==> src/rtl/loader_pkg.sv <==
// rtl/loader_pkg.sv - shared state encoding and framing constants for the instruction loader
package loader_pkg;

  typedef enum logic [3:0] {
    ST_IDLE,
    ST_LEN_LO,
    ST_LEN_HI,
    ST_B0,
    ST_B1,
    ST_B2,
    ST_WRITE,
    ST_DONE,
    ST_ERROR,
    ST_CHK
  } loader_state_t;

  localparam int   LEN_BYTES   = 2;
  localparam int   WORD_BYTES  = 3;
  localparam logic HOLD_ACTIVE = 1'b1;

endpackage

==> src/rtl/word_assembler.sv <==
// rtl/word_assembler.sv - packs little-endian bytes into one instruction word, flags a non-zero top nibble
module word_assembler
  import loader_pkg::*;
#(
  parameter int DATA_WIDTH     = 20,
  parameter int BYTES_PER_WORD = WORD_BYTES
) (
  input  logic                  clk,
  input  logic                  rst,
  input  logic                  clear,
  input  logic                  byte_valid,
  input  logic [7:0]            byte_data,
  output logic [DATA_WIDTH-1:0] word,
  output logic                  word_ready,
  output logic                  overflow
);

  localparam int         TOP_BITS = DATA_WIDTH - 16;
  localparam logic [1:0] LAST_IDX = 2'(BYTES_PER_WORD - 1);

  logic [1:0]            idx_q, idx_d;
  logic [7:0]            lane0_q, lane0_d;
  logic [7:0]            lane1_q, lane1_d;
  logic [DATA_WIDTH-1:0] word_q, word_d;
  logic                  ready_q, ready_d;

  always_comb begin
    idx_d    = idx_q;
    lane0_d  = lane0_q;
    lane1_d  = lane1_q;
    word_d   = word_q;
    ready_d  = 1'b0;
    overflow = 1'b0;
    if (clear) begin
      idx_d   = '0;
      lane0_d = '0;
      lane1_d = '0;
      word_d  = '0;
    end else if (byte_valid) begin
      if (idx_q == LAST_IDX) begin
        idx_d    = '0;
        overflow = |byte_data[7:TOP_BITS];
        // A rejected word leaves the previous word on the output untouched.
        if (!overflow) begin
          word_d  = {byte_data[TOP_BITS-1:0], lane1_q, lane0_q};
          ready_d = 1'b1;
        end
      end else begin
        if (idx_q == 2'd0) lane0_d = byte_data;
        else               lane1_d = byte_data;
        idx_d = idx_q + 2'd1;
      end
    end
  end

  always_ff @(posedge clk) begin
    if (rst) begin
      idx_q   <= '0;
      lane0_q <= '0;
      lane1_q <= '0;
      word_q  <= '0;
      ready_q <= 1'b0;
    end else begin
      idx_q   <= idx_d;
      lane0_q <= lane0_d;
      lane1_q <= lane1_d;
      word_q  <= word_d;
      ready_q <= ready_d;
    end
  end

  assign word       = word_q;
  assign word_ready = ready_q;

endmodule

==> src/rtl/instr_loader.sv <==
// rtl/instr_loader.sv - fills instruction memory from a length-prefixed byte stream, holding the CPU until loaded
// Optional LOADER_CHECKSUM_EN: a trailing XOR checksum byte is verified in a CHK state before DONE.
module instr_loader
  import loader_pkg::*;
#(
  parameter int DATA_WIDTH     = 20,
  parameter int ADDRESS_WIDTH  = 8,
  parameter int MEM_SIZE       = 256,
  parameter int BYTES_PER_WORD = 3
) (
  input  logic                     clk,
  input  logic                     rst,
  input  logic                     start,
  input  logic                     in_valid,
  input  logic [7:0]               in_data,
  output logic                     in_ready,
  output logic                     imem_we,
  output logic [ADDRESS_WIDTH-1:0] imem_addr,
  output logic [DATA_WIDTH-1:0]    imem_wdata,
  output logic                     cpu_hold,
  output logic                     done,
  output logic                     error,
  output logic [ADDRESS_WIDTH:0]   word_count
);

  localparam int               LEN_W      = LEN_BYTES * 8;
  localparam logic [LEN_W-1:0] MEM_SIZE_N = LEN_W'(MEM_SIZE);
`ifdef LOADER_CHECKSUM_EN
  localparam loader_state_t    END_STATE  = ST_CHK;
`else
  localparam loader_state_t    END_STATE  = ST_DONE;
`endif

  loader_state_t            state_q, state_d;
  logic [LEN_W-1:0]         len_q, len_d;
  logic [ADDRESS_WIDTH-1:0] addr_q, addr_d;
  logic [ADDRESS_WIDTH:0]   count_q, count_d;
  logic [LEN_W-1:0]         len_new;
  logic                     hs;
  logic                     asm_clear;
  logic                     asm_valid;
  logic                     asm_ready;
  logic                     asm_overflow;
  logic [DATA_WIDTH-1:0]    asm_word;
`ifdef LOADER_CHECKSUM_EN
  logic [7:0]               chk_q, chk_d;
`endif

  word_assembler #(
    .DATA_WIDTH     (DATA_WIDTH),
    .BYTES_PER_WORD (BYTES_PER_WORD)
  ) u_asm (
    .clk        (clk),
    .rst        (rst),
    .clear      (asm_clear),
    .byte_valid (asm_valid),
    .byte_data  (in_data),
    .word       (asm_word),
    .word_ready (asm_ready),
    .overflow   (asm_overflow)
  );

  always_comb begin
    case (state_q)
      ST_LEN_LO, ST_LEN_HI, ST_B0, ST_B1, ST_B2: in_ready = 1'b1;
`ifdef LOADER_CHECKSUM_EN
      ST_CHK:                                    in_ready = 1'b1;
`endif
      default:                                   in_ready = 1'b0;
    endcase
  end

  assign hs      = in_valid && in_ready;
  assign len_new = {in_data, len_q[7:0]};

  always_comb begin
    state_d   = state_q;
    len_d     = len_q;
    addr_d    = addr_q;
    count_d   = count_q;
    asm_clear = 1'b0;
    asm_valid = 1'b0;
`ifdef LOADER_CHECKSUM_EN
    chk_d     = chk_q;
`endif
    case (state_q)
      ST_IDLE, ST_DONE, ST_ERROR: begin
        if (start) begin
          state_d   = ST_LEN_LO;
          len_d     = '0;
          addr_d    = '0;
          count_d   = '0;
          asm_clear = 1'b1;
`ifdef LOADER_CHECKSUM_EN
          chk_d     = '0;
`endif
        end
      end
      ST_LEN_LO: begin
        if (hs) begin
          len_d[7:0] = in_data;
          state_d    = ST_LEN_HI;
        end
      end
      ST_LEN_HI: begin
        if (hs) begin
          len_d = len_new;
          if (len_new == '0)             state_d = END_STATE;
          else if (len_new > MEM_SIZE_N) state_d = ST_ERROR;
          else                           state_d = ST_B0;
        end
      end
      ST_B0, ST_B1, ST_B2: begin
        if (hs) begin
          asm_valid = 1'b1;
`ifdef LOADER_CHECKSUM_EN
          chk_d     = chk_q ^ in_data;
`endif
          if (state_q == ST_B0)      state_d = ST_B1;
          else if (state_q == ST_B1) state_d = ST_B2;
          else if (asm_overflow)     state_d = ST_ERROR;
          else                       state_d = ST_WRITE;
        end
      end
      ST_WRITE: begin
        count_d = count_q + 1'b1;
        // The address only advances when another word follows, so it never wraps.
        if (LEN_W'(count_d) == len_q) begin
          state_d = END_STATE;
        end else begin
          addr_d  = addr_q + 1'b1;
          state_d = ST_B0;
        end
      end
`ifdef LOADER_CHECKSUM_EN
      ST_CHK: begin
        if (hs) state_d = (in_data == chk_q) ? ST_DONE : ST_ERROR;
      end
`endif
      default: state_d = ST_IDLE;
    endcase
  end

  always_ff @(posedge clk) begin
    if (rst) begin
      state_q <= ST_IDLE;
      len_q   <= '0;
      addr_q  <= '0;
      count_q <= '0;
    end else begin
      state_q <= state_d;
      len_q   <= len_d;
      addr_q  <= addr_d;
      count_q <= count_d;
    end
  end

`ifdef LOADER_CHECKSUM_EN
  always_ff @(posedge clk) begin
    if (rst) chk_q <= '0;
    else     chk_q <= chk_d;
  end
`endif

  assign imem_we    = (state_q == ST_WRITE) && asm_ready;
  assign imem_addr  = addr_q;
  assign imem_wdata = asm_word;
  assign cpu_hold   = (state_q == ST_DONE) ? ~HOLD_ACTIVE : HOLD_ACTIVE;
  assign done       = (state_q == ST_DONE);
  assign error      = (state_q == ST_ERROR);
  assign word_count = count_q;

endmodule
==> config.mk <==
export PLATFORM = sky130hd
export DESIGN_NAME = instr_loader
export DESIGN_NICKNAME = d
export VERILOG_FILES = /design/src/rtl/loader_pkg.sv /design/src/rtl/word_assembler.sv /design/src/rtl/instr_loader.sv
export SDC_FILE = /design/constraint.sdc
export NUM_CORES = 1
export LEC_CHECK = 0
export BUFFER_PORTS_ARGS = -buffer_cell sky130_fd_sc_hd__buf_2
export CORE_AREA = 5 5 121 94
export DETAILED_ROUTE_END_ITERATION = 7
export DIE_AREA = 0 0 126 99
export PLACE_DENSITY_LB_ADDON = 0.05
export RECOVER_POWER = 100
export SETUP_SLACK_MARGIN = 0.4
export SYNTH_ARGS = -nofsm -noshare
export SYNTH_HDL_FRONTEND = slang
export SYNTH_SLANG_ARGS = --single-unit
==> constraint.sdc <==
create_clock -name clk -period 3.2 [get_ports clk]
set_input_delay 0 -clock clk [delete_from_list [all_inputs] [get_ports clk]]
set_output_delay 0 -clock clk [all_outputs]
set_load 0.05 [all_outputs]
Yosys cells after proc, flatten, opt, wreduce, memory -nomap -nowiden

Cells that the tools add are included.
W data, S select, Z words.

Word-level logic and storage cells: 88
Output and inout bits: 42
Register bits after elaboration: 76

Muxes and demuxes: 32
Add/subtract/negate cells: 3
Bitwise operators: 5
Reductions and logical operators: 22
Magnitude comparators: 1
Eq/ne operators: 15

Operators by type and width:

| operator              | number |
|---|---|
| $mux W4               | 9 |
| $mux W16              | 2 |
| $pmux W8 S2           | 2 |
| $mux W8               | 3 |
| $pmux W8 S3           | 1 |
| $pmux W4 S5           | 1 |
| $pmux W9 S2           | 1 |
| $eq A4 B3 Y1 const B  | 4 |
| $eq A9 B16 Y1         | 1 |
| $gt A16 B9 Y1 const B | 1 |
| $logic_not A16 Y1     | 1 |
| $reduce_and A3 Y1     | 5 |
| $mux W1               | 10 |
| $ne A2 B2 Y1 const B  | 5 |
| $add A9 B1 Y9 const B | 1 |
| $mux W9               | 1 |
| $add A8 B1 Y8 const B | 1 |
| $eq A4 B2 Y1 const B  | 2 |
| $reduce_and A4 Y1     | 2 |
| $reduce_or A4 Y1      | 2 |
| $reduce_bool A2 Y1    | 3 |
| $reduce_or A3 Y1      | 2 |
| $not A1 Y1            | 5 |
| $reduce_or A5 Y1      | 1 |
| 11 further kinds      | 12 |

Depth between registers and ports, before layout

Word-level depth: 13
Depth in mapped cells: 8
Depth with buffers taken out: 7

Cells and area by module

From an unflattened synthesis, not the netlist that was laid out.

Cells, all modules: 475
Area total of the unflattened synthesis: 3748.6 µm²

By module, submodules not included:

| module         | cells each | times used | seq. area each (µm²) | area an instance (µm²) |
|---|---|---|---|---|
| instr_loader   | 307        | 1          | 740.7                | 2277.2 |
| word_assembler | 168        | 1          | 780.7                | 1471.4 |

Worst setup path before layout

No wires, ideal clock.

Path type: flip-flop to flip-flop
Start: register count_q[0] (netlist: word_count[0])
End: register state_q[2]
Data arrival time: 2.632 ns
Setup slack: 0.482 ns
Period minus slack after synthesis: 2.718 ns
Stages on the path, launching flop included: 9
Required time: 3.114 ns
Cells stage by stage: dfxtp_1 -> ha_1 -> and3_2 -> a21oi_1 -> or4_4 -> nor4_4 -> buf_6 -> a21oi_2 -> a221oi_2

Cells in the longest elaborated chain, start to end: 4

RTL lines:

| item                   | line                | RTL |
|---|---|---|
| start, declared        | instr_loader.sv:37  | `logic [ADDRESS_WIDTH:0] count_q, count_d;` |
| start signal, assigned | instr_loader.sv:154 | `count_q <= count_d;` |
| $add A9 B1 Y9          | instr_loader.sv:126 | `count_d = count_q + 1'b1;` |
| $eq A9 B16 Y1          | instr_loader.sv:128 | `if (LEN_W'(count_d) == len_q) begin` |
| $mux W3                | instr_loader.sv:128 |  |
| $pmux W4 S5            | instr_loader.sv:86  | `case (state_q)` |
| end signal, assigned   | instr_loader.sv:151 | `state_q <= state_d;` |
| end, declared          | instr_loader.sv:34  | `loader_state_t state_q, state_d;` |

Every way passes these cells.
A chain may end at the register's enable or synchronous reset.

Worst setup path after layout

Start: register count_q[0] (netlist: word_count[0])
End: register addr_q[4] (netlist: imem_addr[4])

Cells in the longest elaborated chain, start to end: 4

RTL lines:

| item                        | line                | RTL |
|---|---|---|
| $add A9 B1 Y9               | instr_loader.sv:126 |  |
| $eq A9 B16 Y1               | instr_loader.sv:128 |  |
| $ne A2 B2 Y1 (no line)      | n/a                 |  |
| $reduce_and A3 Y1 (no line) | n/a                 |  |
| end signal, assigned        | instr_loader.sv:153 | `addr_q <= addr_d;` |
| end, declared               | instr_loader.sv:36  | `logic [ADDRESS_WIDTH-1:0] addr_q, addr_d;` |

Every way passes these cells.

==> results by group <==
Routing
  • Routed vias/inst: 5.10
  • WL/cell: 14.9 µm
  • Total number of vias: 3201
  • DRC viols: 0
  • Drt pass-1 iters: 4
  • Drt first-iter violations: 256
  • Total wire length: 9390 µm
  • Antenna Nets Post-Route: 0

Synth
  • Mapped cell area: 0.00352 mm²
  • Largest family of logic cells by synthesized area: simple AND/OR/NAND/NOR gates
  • Synth unique cells: 52
  • Ys Warns: 0
  • Gate count after technology mapping: 437
  • Synth Area in Adders: 0.711%
  • Synth async-reset ratio: 0%
  • Area fraction in compound gates after synthesis: 17.7%
  • Mux cell area share after synthesis: 5.12%
  • Net count after synthesis: 451
  • Sequential area share after synthesis: 43.2%
  • Simple-gate portion of the synthesized area: 27.0%
  • Yosys reg bits: 76
  • EDFF count, synth: 0
  • Prevailing post-synth register cell: dfxtp_1
  • Syn Area/Cell: 8.05 µm²
  • Synth Area in XOR/XNOR: 2.24%

Setup path
  • Crit path buffers/inverters: 1
  • WS Path Type: reg -> reg
  • Critical-path cell list: ha_1 > nand3_1 > or3_1 > nand4b_1 > nor4_4 > buf_4 > or4_2 > a21oi_1
  • Critical Path Max Stage Delay: 610 ps
  • CP startpoint kind: register
  • Worst path top cell family by delay: simple AND/OR/NAND/NOR gates
  • Worst path required time: 3470 ps
  • CP arrival: 2900 ps
  • Worst path slowest cell: or4_2
  • Setup crit end kind: register
  • Critical path peak fanout: 16

CTS
  • CTS tree: built
  • Num CTS Buffers: 9
  • Clock latency on the worst-skew pair: 340 ps
  • Post-CTS Setup Inserts: 0
  • Clock tree buffer depth: 2
  • H-tree depth: 3
  • Clock Tree Root: clkbuf_16
  • Worst-path clk slew: 60 ps
  • Clock Sinks: 76

Power
  • Peak VDD IR: 269 µV
  • P_int: 1.90 mW
  • Power, Total: 2.76 mW
  • Part of the power in registers: 38.2%
  • PD cells: 651 mW/mm²
  • P_leak: 1.56 nW
  • Psw: 0.855 mW
  • Switch share: 31.0%
  • Combinational share of power: 19.2%
  • Clock power frac: 42.6%

Global routing
  • GR Util met2: 21.4%
  • Global-route wire length before repair: 15400 µm
  • Met1 Use GR: 22.3%
  • Vias in the first global route: 2907
  • GRT overflow: 0
  • Largest net degree at the start of global routing: 40
  • Total track usage: 15.1%
  • Initial antenna violation count: 0
  • Busiest grt layer: met1
  • GRT met3 Usage: 3.68%

STA
  • Max Clock Freq: 380 MHz
  • Setup TNS: 0 ps
  • Slew Limit Fails: 0
  • RSZ-0062 raised after global routing: false
  • Slew headroom: 40.1%
  • Clock skew: 6.23 ps
  • Hold Violations, Final: 0
  • Pin slew with the least headroom to its limit: 889 ps
  • Setup violations, final: 0
  • Final period util: 82.3%
  • Fin crit period: 2630 ps

Placed design
  • DP HPWL: 6320 µm
  • Final RePlAce weighted congestion: 0.779
  • Area after DPL: 0.00389 mm²
  • Buffers on Ports: 53

Floorplan
  • # IOs: 54
  • Row count: 32
  • Core Area: 0.0101 mm²
  • Die ar.: 0.0125 mm²
  • Chip Height: 99 µm
  • Die width: 126 µm
  • Initial Util: 34.9%

Job
  • Total of max-cap violations: 0

Layout
  • Nets: 501
  • FF/Latch Area: 0.00152 mm²
  • Area Growth Syn to Fin: 20.4%
  • Multi-input logic area: 0.00185 mm²
  • Layout cell share with drive strength beyond 1: 8.13%
  • Fillers: 1074
  • Commonest non-fill, non-tap cells in the layout: nand2_1, dfxtp_1, a21oi_1
  • Commonest non-fill, non-tap cell in the layout: nand2_1
  • Antenna diodes: 0
  • Design Area, Final: 0.00424 mm²

Status
  • Status: complete, no violations

Hold path
  • Hold WC Path Type: in -> reg
[what timing repair did]
action	CTS	global route
resized for setup	0	1
hold endpoints to repair	14	0
endpoints found under the setup margin	0	1
hold buffers	7	0
[layout make-up]
cell class                 instances  area share, %
multi-input combinational        326           43.8
sequential                        76           35.9
timing repair buffer              66           7.56
clock buffer                      10           5.41
tap                              136           4.02
clock inverter                     6           2.63
inverter                           8          0.709
[registers in the layout, summed over array words and instances (netlist names)]
name / cells
word_count: 9
state_q: 4
u_asm.idx_q: 2
u_asm.word_ready: 1
u_asm.lane1_q: 8
u_asm.word: 20
u_asm.lane0_q: 8
len_q: 16
imem_addr: 8
[final timing paths]
check | cells past startpoint | start | slack (ps) | to
max reg2reg | 8 | word_count[0] | 570 | imem_addr[4]
min reg2reg | 2 | u_asm.lane1_q[6] | 450 | u_asm.word[14]
max | 8 | word_count[0] | 570 | imem_addr[4]
min | 3 | in_data[0] | 10 | len_q[8]
[worst min-delay path, stage by stage]
cell     delay, ps
buf_2          170
nand2_1         80
a21oi_1         50
[power by group through the flow]
stage / Clock [mW] / Sequential [mW] / Combinational (mW)
2_1_floorplan: 0 / 1.03 / 0.432
3_3_place_gp: 0 / 1.07 / 0.532
3_5_place_dp: 0 / 1.07 / 0.532
4_1_cts: 1.21 / 1.05 / 0.541
5_1_grt: 1.25 / 1.06 / 0.591
6_report: 1.17 / 1.05 / 0.529
[routing by layer]
layer / wire length [µm] / share of wire, % / vias to the layer above
li1: - / - / 1634
met5: 0 / 0 / -
met2: 4040 / 43 / 46
met4: 102 / 1.1 / 0
met1: 4880 / 52 / 1514
met3: 359 / 3.8 / 7
[cell usage after synthesis (all sizes together), types with 2 or more instances]
| master | n | area share, % |
|---|---|---|
| nand2 | 81 | 8.6 |
| dfxtp | 76 | 43 |
| a21oi | 70 | 10 |
| nor2 | 30 | 3.2 |
| clkbuf | 23 | 2.5 |
| mux2i | 18 | 5.1 |
| nand3 | 16 | 2.3 |
| o21ai | 14 | 2.0 |
| or4 | 10 | 2.3 |
| inv | 8 | 0.85 |
| nor2b | 7 | 1.2 |
| or3 | 7 | 1.3 |
| and3 | 6 | 1.1 |
| nor4 | 6 | 1.5 |
| nor3 | 5 | 0.71 |
| o31ai | 5 | 1.1 |
| xnor2 | 5 | 1.2 |
| buf | 4 | 0.75 |
| nand2b | 4 | 0.71 |
| xor2 | 4 | 1.0 |
| a21o | 3 | 0.64 |
| and2 | 3 | 0.53 |
| nand3b | 3 | 0.64 |
| nand4 | 3 | 0.53 |
| a221oi | 2 | 0.68 |
| a31oi | 2 | 0.36 |
| and4 | 2 | 0.50 |
| ha | 2 | 0.71 |
| nor3b | 2 | 0.43 |
| o21a | 2 | 0.43 |
| o41ai | 2 | 0.50 |
[stage by stage]
step / utilization (%) / worst slack, ps / hold WS (ps) / cells
2_1_floorplan: - / 482 / 136 / 437
3_3_place_gp: 38.6 / 666 / 310 / 605
3_5_place_dp: 38.6 / 597 / 318 / 605
4_1_cts: 42.6 / 572 / 0.840 / 628
5_1_grt: 42.0 / 280 / 19.4 / 628
6_report: 42.0 / 566 / 14.6 / 628
[logic make-up after synthesis]
family / after synthesis
simple gates: 190
compound gates: 107
flops: 76
buf+inv: 35
mux: 18
xor+xnor: 9
fa+ha+maj: 2
(Power assumes the default switching activity.)
